`src/rtl/alu.sv`:
```
// Registered single-cycle ALU, one operation per clock, result carries carry/borrow in bit WIDTH.
// Optional zero/ovf flag outputs are built only when ALU_FLAGS_EN is defined.
module alu #(
  parameter int WIDTH = 8
) (
  input  logic             clk,
  input  logic             rst_n,
  input  logic             in_valid,
  input  logic [WIDTH-1:0] a,
  input  logic [WIDTH-1:0] b,
  input  logic [2:0]       sel,
  output logic [WIDTH:0]   out,
  output logic             out_valid
`ifdef ALU_FLAGS_EN
  ,
  output logic             zero,
  output logic             ovf
`endif
);

  localparam logic [2:0] OP_PASS = 3'b000;
  localparam logic [2:0] OP_ADD  = 3'b001;
  localparam logic [2:0] OP_SUB  = 3'b010;
  localparam logic [2:0] OP_AND  = 3'b011;
  localparam logic [2:0] OP_OR   = 3'b100;
  localparam logic [2:0] OP_XOR  = 3'b101;
  localparam logic [2:0] OP_NOT  = 3'b110;
  localparam logic [2:0] OP_SLTU = 3'b111;

  logic [WIDTH:0] sum;
  logic [WIDTH:0] diff;
  logic [WIDTH:0] res;

  assign sum  = {1'b0, a} + {1'b0, b};
  assign diff = {1'b0, a} - {1'b0, b};

  // Select the next result; diff[WIDTH] is the borrow, reused for SLTU
  always_comb begin
    res = '0;
    unique case (sel)
      OP_PASS: res = {1'b0, a};
      OP_ADD:  res = sum;
      OP_SUB:  res = diff;
      OP_AND:  res = {1'b0, a & b};
      OP_OR:   res = {1'b0, a | b};
      OP_XOR:  res = {1'b0, a ^ b};
      OP_NOT:  res = {1'b0, ~a};
      OP_SLTU: res = {{WIDTH{1'b0}}, diff[WIDTH]};
      default: res = '0;
    endcase
  end

`ifdef ALU_FLAGS_EN
  logic ovf_n;
  logic zero_n;

  // Signed overflow only exists for ADD and SUB
  always_comb begin
    ovf_n  = 1'b0;
    zero_n = (res[WIDTH-1:0] == '0);
    if (sel == OP_ADD)
      ovf_n = (a[WIDTH-1] == b[WIDTH-1]) &&
              (sum[WIDTH-1] != a[WIDTH-1]);
    else if (sel == OP_SUB)
      ovf_n = (a[WIDTH-1] != b[WIDTH-1]) &&
              (diff[WIDTH-1] != a[WIDTH-1]);
  end

  // Flags update together with out and hold when idle
  always_ff @(posedge clk) begin
    if (!rst_n) begin
      zero <= 1'b0;
      ovf  <= 1'b0;
    end else if (in_valid) begin
      zero <= zero_n;
      ovf  <= ovf_n;
    end
  end
`endif

  // Result register: reset wins, idle cycles hold out and drop out_valid
  always_ff @(posedge clk) begin
    if (!rst_n) begin
      out       <= '0;
      out_valid <= 1'b0;
    end else begin
      out_valid <= in_valid;
      if (in_valid)
        out <= res;
    end
  end

endmodule

```
`config.mk`:
```
export PLATFORM = sky130hd
export DESIGN_NAME = alu
export DESIGN_NICKNAME = d
export VERILOG_FILES = /design/src/rtl/alu.sv
export SDC_FILE = /design/constraint.sdc
export NUM_CORES = 1
export LEC_CHECK = 0
export CAP_MARGIN = 20
export CORE_ASPECT_RATIO = 2
export CORE_MARGIN = 2
export CORE_UTILIZATION = 57
export DETAILED_ROUTE_END_ITERATION = 8
export PLACE_DENSITY = 0.9
export SLEW_MARGIN = 30
export SYNTH_ARGS = -nofsm -noshare
export SYNTH_HDL_FRONTEND = slang
export SYNTH_SLANG_ARGS = --single-unit
export TNS_END_PERCENT = 100
```
`constraint.sdc`:
```
create_clock -name clk -period 5.1 [get_ports clk]
set_input_delay 1.02 -clock clk [delete_from_list [all_inputs] [get_ports clk]]
set_output_delay 1.02 -clock clk [all_outputs]
set_load 0.02 [all_outputs]
```
## Yosys cells after proc, flatten, opt, wreduce, memory -nomap -nowiden

Cells that the tools add are included.

- Bits in registers: 10
- Bits of input ports: 22
- Logic and storage cells: 17

- Add/subtract/negate cells: 2
- Equal/unequal tests: 7
- Muxes and demuxes: 1
- Bitwise operators: 4
- Reductions and logical operators: 1

Operators by type and width:

| cell | number |
|---|---|
| one-hot mux 9 bit (8 select lines) | 1 |
| equality test 3 bit, second input constant | 4 |
| adder 8 x 8 -> 9 bit | 1 |
| subtractor 8 x 8 -> 9 bit | 1 |
| bitwise AND 8 bit | 1 |
| inverter 8 bit | 1 |
| OR 8 bit | 1 |
| bitwise XOR 8 bit | 1 |
| equality test 3 x 2 -> 1 bit, second input constant | 2 |
| equality test 3 x 1 -> 1 bit, second input constant | 1 |
| logical NOT 3 bit | 1 |

## Longest topological paths before layout

Gate-level depths: netlist of the first run.

- Depth after elaboration: 2
- Depth in mapped cells: 10

## Worst setup path after synthesis of the first run

OpenSTA, ideal clock, no wires.

- Kind: input -> register
- From: input a[0]
- To: register out[0]
- Data arrival time: 2.669 ns
- Required time: 5.026 ns
- Setup slack: 2.357 ns
- Stages on the path: 10
- Cell sequence: inv_1 > ha_1 > inv_1 > fa_1 > nor2b_1 > o21bai_1 > a221oi_1 > o41ai_1 > nand4_1 > a31oi_1

- Cells in the longest elaborated chain, start to end: 2

Ends and longest elaborated chain:

| element | RTL line | text |
|---|---|---|
| start, declared | 9 | `input logic [WIDTH-1:0] a,` |
| subtractor 8 x 8 -> 9 bit, or another cell as far along | 35 | `assign diff = {1'b0, a} - {1'b0, b};` |
| one-hot mux 9 bit (8 select lines) * | 40 | `unique case (sel)` |
| end signal, assigned | 89 | `out <= res;` |
| end, declared | 12 | `output logic [WIDTH:0] out,` |

Mark *: on every way between the ends. The rest lies on a longest branch, timed or not.
A chain may end at the register's enable or synchronous reset.

## Worst setup path in the final report of the first run

Ends and elaborated chain as after synthesis.

==> flow_summary.ini, run 1 <==
[outcome]
outcome = finished, final reports clean

[critical_path]
critPathRequiredTime_ns = 5.27
critPathKind = input pin to flop
cp-end-kind = flop
r2r_slack_ns = 3.95
cp.arrival_ns = 3.66
crit_path_top_delay_cell = clkdlybuf4s50_1
path_max_fanout = 4
startpoint_type = input pin
path_cells = clkdlybuf4s50_1 > inv_1 > ha_1 > inv_1 > fa_1 > nor2b_1 > o21bai_1 > a221oi_1 > o41ai_1 > nand4_1 > a31oi_1
critPathMaxStageDelay_ns = 0.49
timing.rr.end = out[7]$_SDFFE_PN0P_
reg2reg_depth = 5
r2r_start = out[7]$_SDFFE_PN0P_
path_common_cell = inv_1

[min_path]
worstHoldPathCells = 2
hold_path.class = flop to flop
whs_endpoint = out[2]$_SDFFE_PN0P_
hold_start = out[2]$_SDFFE_PN0P_

[clocking]
cts_tree = yes
cts_root_buf = clkbuf_8
postCtsSetupBuffers = 0
cts_resized = 0
cts_sinks = 10
clk-insertion-delay-late_ns = 0.24
clk_transition_reported_paths_ns = 0.06
cts.htree.levels = 1
clock_path_buffers = 2
numCtsBuffers = 3
hold_buffers = 0

[drt]
drc = 0
vias_per_cell = 6.620
firstDrtPassIters = 5
avgRoutedWirePerCell_um = 17.49
drt-initial-drc-count = 123
routed_wl_mm = 5.019
vias = 1900
ant_nets = 0

[power_and_ir_drop]
p_leak_nw = 0.8908
power_uw = 366.7
p_per_area_nw_per_um2 = 178.2
ir_drop_mv = 0.1298

[layout]
layout-drive-gt1-share_pct = 3.891
most-common-layout-cells = clkdlybuf4s50_1, ha_1, nand2_1, inv_1, o21ai_0
antenna-diode-count = 0
fin_area_um2 = 2058
mostFrequentLayoutCell = clkdlybuf4s50_1
area_growth_pct = 20.25
nNetsFinal = 308

[timing]
report.final.slew_viol_count = 0
setup_viol = 0
timing_hold_violations_final = 0
tns_ns = 0
fmax_mhz = 287.0
finClkSkew_ns = 0
post-route-min-period_ns = 3.485
post-route-period-util_pct = 68.33
worst_pin_slew_ns = 0.9023
rsz0062_at_grt = false
slew_headroom_pct = 39.66

[floorplanning]
start_util_pct = 58.86
die_area_um2 = 3484
core_um2 = 2908
die_w_um = 42.75
ios = 32
die-height_um = 81.50
num_rows = 28

[synthesis]
yosysSeqAreaShare_pct = 11.70
synth-async-reset-ratio_pct = 0
syn_inst = 235
synth.distinct_cells = 55
synthFlopType = dfxtp_1
synth.cell_area_um2 = 1712
syn_area_per_cell_um2 = 7.284
synth_nets = 285
synth-seq-cells = 10
synth_edf_count = 0
ys_warn_count = 0

[global_routing]
overflow = 0
antenna_found_initial = 0
gr-usage-all-layers_pct = 30.46
grt_max_degree = 28
grt_pass1_wl_mm = 8.231
grt_pass1_vias = 1863

[placement]
place_area_um2 = 2003
portBuffers = 31
dp_hpwl_mm = 3.860
gp_congestion = 1.013

[flow_run]
maxCapViolCount = 0
-- synthesized netlist by cell type (all sizes together) (3+ instances only) --
cell | count | area, µm²
ha | 26 | 325.3
o211ai | 9 | 67.56
a221oi | 3 | 26.28
a21oi | 18 | 90.09
nand3 | 3 | 15.01
o21ai | 21 | 105.1
nand2 | 25 | 93.84
clkbuf | 8 | 30.03
and2 | 3 | 18.77
buf | 7 | 41.29
inv | 22 | 82.58
nor3 | 4 | 20.02
nand2b | 4 | 25.02
o2111ai | 3 | 26.28
nor2 | 11 | 41.29
a21o | 7 | 52.55
dfxtp | 10 | 200.2
o21bai | 3 | 22.52
nor2b | 5 | 31.28
a2111oi | 3 | 45.05
-- cell type report --
type	instances	area, µm²
multi-input combinational	188	1358
clock buffer	4	55.05
sequential	10	200.2
tap	30	37.54
fill	252	849.6
timing repair buffer	33	325.3
inverter	22	82.58
-- routing by layer --
layer  vias to the layer above  GRT usage [%]  routed length [µm]
met4                         0          24.06                 384
met3                        34          2.857                 301
met2                       101          54.85                2583
li1                        900              -                   -
met5                         -              0                   0
met1                       865          30.92                1749
-- stage by stage --
stage	hold WS (ns)	setup WS, ns	util (%)	std cells
6_report	0.4511	1.615	70.78	287
5_1_grt	0.4839	1.500	70.78	287
4_1_cts	0.4553	1.659	70.78	287
3_5_place_dp	0.4431	1.415	68.89	283
3_3_place_gp	0.4386	1.416	68.89	283
2_1_floorplan	0.5224	2.357	-	235
-- flip-flops by register name (all words and copies together) (netlist names) --
name and flops:
out_valid 1, out 9
-- worst max-delay path: cells and delay by family --
family          cells  cell delay [ns]
buf+inv             3             0.68
simple gates        2             0.34
compound gates      4             1.05
fa+ha+maj           2             0.56
-- where the power goes --
group / switching, mW / leakage (nW) / internal (mW)
clock: 0.0378 / 0.0288 / 0.0683
combinational: 0.0968 / 0.780 / 0.0748
sequential: 0.00428 / 0.0824 / 0.0847
-- cells by family (layout without fill, tap and decap cells) --
| logic type | after synthesis | in the layout | synth area share [%] |
|---|---|---|---|
| AO/OA/AOI/OAI | 87 | 87 | 35.31 |
| AND/OR/NAND/NOR | 70 | 70 | 20.98 |
| buffers and inverters | 37 | 59 | 8.991 |
| adder cells (fa/ha/maj) | 28 | 28 | 21.35 |
| flip-flops | 10 | 10 | 11.70 |
| multiplexers | 2 | 2 | 1.170 |
| XOR/XNOR | 1 | 1 | 0.5118 |
-- worst max path at each step --
stage	cells after the start	from	slack, ns	end
global route	11	a[0]	1.50	out[0]$_SDFFE_PN0P_
finish	11	a[0]	1.62	out[0]$_SDFFE_PN0P_
global placement	11	a[0]	1.42	out[0]$_SDFFE_PN0P_
CTS	11	a[0]	1.66	out[0]$_SDFFE_PN0P_
detailed placement	11	a[0]	1.42	out[0]$_SDFFE_PN0P_
floorplan	10	a[0]	2.36	out[0]$_SDFFE_PN0P_
No activity file was read; power rests on OpenSTA's default activity.
==> inputs of run 2 (changes only) <==
--- a/config.mk
+++ b/config.mk
@@ -8,9 +8,9 @@
 export CAP_MARGIN = 20
 export CORE_ASPECT_RATIO = 2
 export CORE_MARGIN = 2
-export CORE_UTILIZATION = 57
+export CORE_UTILIZATION = 53
 export DETAILED_ROUTE_END_ITERATION = 8
-export PLACE_DENSITY = 0.9
+export PLACE_DENSITY = 0.85
 export SLEW_MARGIN = 30
 export SYNTH_ARGS = -nofsm -noshare
 export SYNTH_HDL_FRONTEND = slang
==> constraint.sdc (replaced) <==
create_clock -name clk -period 3.3 [get_ports clk]
set_input_delay 0.66 -clock clk [delete_from_list [all_inputs] [get_ports clk]]
set_output_delay 0.66 -clock clk [all_outputs]
set_load 0.02 [all_outputs]
==> flow_summary.ini, run 2 (synthesized netlist as in run 1, its figures left out) <==
[timing]
finClkSkew_ns = 0
rsz0062_at_grt = false
post-route-period-util_pct = 88.69
post-route-min-period_ns = 2.927
report.final.slew_viol_count = 0
timing_hold_violations_final = 0
finalHoldWorstSlack_ns = 0.4434
slew_headroom_pct = 65.35
setup_ws_ns = 0.3732
worst_pin_slew_ns = 0.5181
fmax_mhz = 341.7
setup_viol = 0
tns_ns = 0

[layout]
largestRegisters = out: 9 flops, out_valid: 1 flops
stdcell_count = 297
fin_area_um2 = 2127
largest_reg_flops = 9
fill_cells = 276
mostFrequentLayoutCell = clkdlybuf4s50_1
final_util_pct = 68.16
regMostFlops = out
nNetsFinal = 317
area_growth_pct = 24.27
layout-drive-gt1-share_pct = 7.143
most-common-layout-cells = clkdlybuf4s50_1, ha_1, nand2_1, inv_1, o21ai_0
antenna-diode-count = 0

[min_path]
hold_path.class = flop to flop
worstHoldPathCells = 2

[critical_path]
critPathRequiredTime_ns = 3.47
cp-end-kind = flop
critPathKind = input pin to flop
path_max_fanout = 4
startpoint_type = input pin
r2r_start = out[7]$_SDFFE_PN0P_
r2r_slack_ns = 2.08
critPathCapture = out[0]$_SDFFE_PN0P_
reg2reg_depth = 4
cp.arrival_ns = 3.10
cp-startpoint = a[0]
timing.rr.end = out[7]$_SDFFE_PN0P_

[clocking]
cts_tree = yes
cts_root_buf = clkbuf_8
hold_buffers = 0
clock_path_buffers = 2
clk_transition_reported_paths_ns = 0.05
postCtsSetupBuffers = 0
cts_sinks = 10
clk-insertion-delay-late_ns = 0.24
cts.htree.levels = 1
cts_resized = 0
numCtsBuffers = 3

[drt]
drt-initial-drc-count = 50
firstDrtPassIters = 4
vias_per_cell = 6.401
avgRoutedWirePerCell_um = 17.83
ant_nets = 0
vias = 1901
drc = 0
routed_wl_mm = 5.295

[floorplanning]
core_um2 = 3120
num_rows = 29
die-height_um = 84.37
die_w_um = 44.19
ios = 32
die_area_um2 = 3728
start_util_pct = 54.85

[global_routing]
grt_pass1_wl_mm = 8.645
grt_max_degree = 16
gr-usage-all-layers_pct = 30.68
overflow = 0
grt_pass1_vias = 1886
antenna_found_initial = 0

[placement]
place_area_um2 = 2072
dp_hpwl_mm = 4.233
dp_worst_setup_slack_ns = 0.1413
portBuffers = 31
dp_cells = 293
gp_congestion = 0.9529

[outcome]
outcome = finished, final reports clean

[power_and_ir_drop]
p_leak_nw = 0.9345
p_per_area_nw_per_um2 = 269.4
ir_drop_mv = 0.2479
power_uw = 572.9

[flow_run]
maxCapViolCount = 0
[run 2: changes by cell type in the layout (fill, tap and decap cells not counted)]
cell	before	now
buf_4	2	11
[run 2: critical path, cell delays in order]
cell	delay, ns
clkdlybuf4s50_1	0.46
inv_1	0.12
ha_1	0.15
inv_1	0.05
fa_1	0.39
nor2b_1	0.15
o21bai_1	0.23
a221oi_1	0.17
o41ai_1	0.40
nand4_1	0.15
a31oi_1	0.18
[run 2: report_power, final]
part | switching (mW) | leakage (nW) | internal, mW
clock network | 0.0544 | 0.0288 | 0.105
logic | 0.154 | 0.823 | 0.122
registers | 0.00550 | 0.0824 | 0.131
total | 0.214 | 0.935 | 0.359
[run 2: how the worst min path moves through the flow]
stage                         from             endpoint  slack, ns
2_1_floorplan  out[3]$_SDFFE_PN0P_  out[3]$_SDFFE_PN0P_       0.52
3_3_place_gp   out[3]$_SDFFE_PN0P_  out[3]$_SDFFE_PN0P_       0.43
3_5_place_dp   out[3]$_SDFFE_PN0P_  out[3]$_SDFFE_PN0P_       0.44
4_1_cts        out[3]$_SDFFE_PN0P_  out[3]$_SDFFE_PN0P_       0.45
5_1_grt        out[3]$_SDFFE_PN0P_  out[3]$_SDFFE_PN0P_       0.49
6_report       out[3]$_SDFFE_PN0P_  out[3]$_SDFFE_PN0P_       0.44
[run 2: area by class of cell]
type | instances | area (µm²) | share of cell area, %
clock buffer | 4 | 55.05 | 2.588
inverter | 22 | 82.58 | 3.882
tap | 31 | 38.79 | 1.824
sequential | 10 | 200.2 | 9.412
timing repair buffer | 42 | 392.9 | 18.47
multi-input combinational | 188 | 1358 | 63.82
[run 2: layer usage]
layer / up-vias / global-route usage (%) / part of all wire, %
met2: 87 / 54.01 / 53
met3: 41 / 3.656 / 5.0
met4: 0 / 24.24 / 8.2
met1: 863 / 29.96 / 34
met5: - / 0 / 0
li1: 910 / - / -
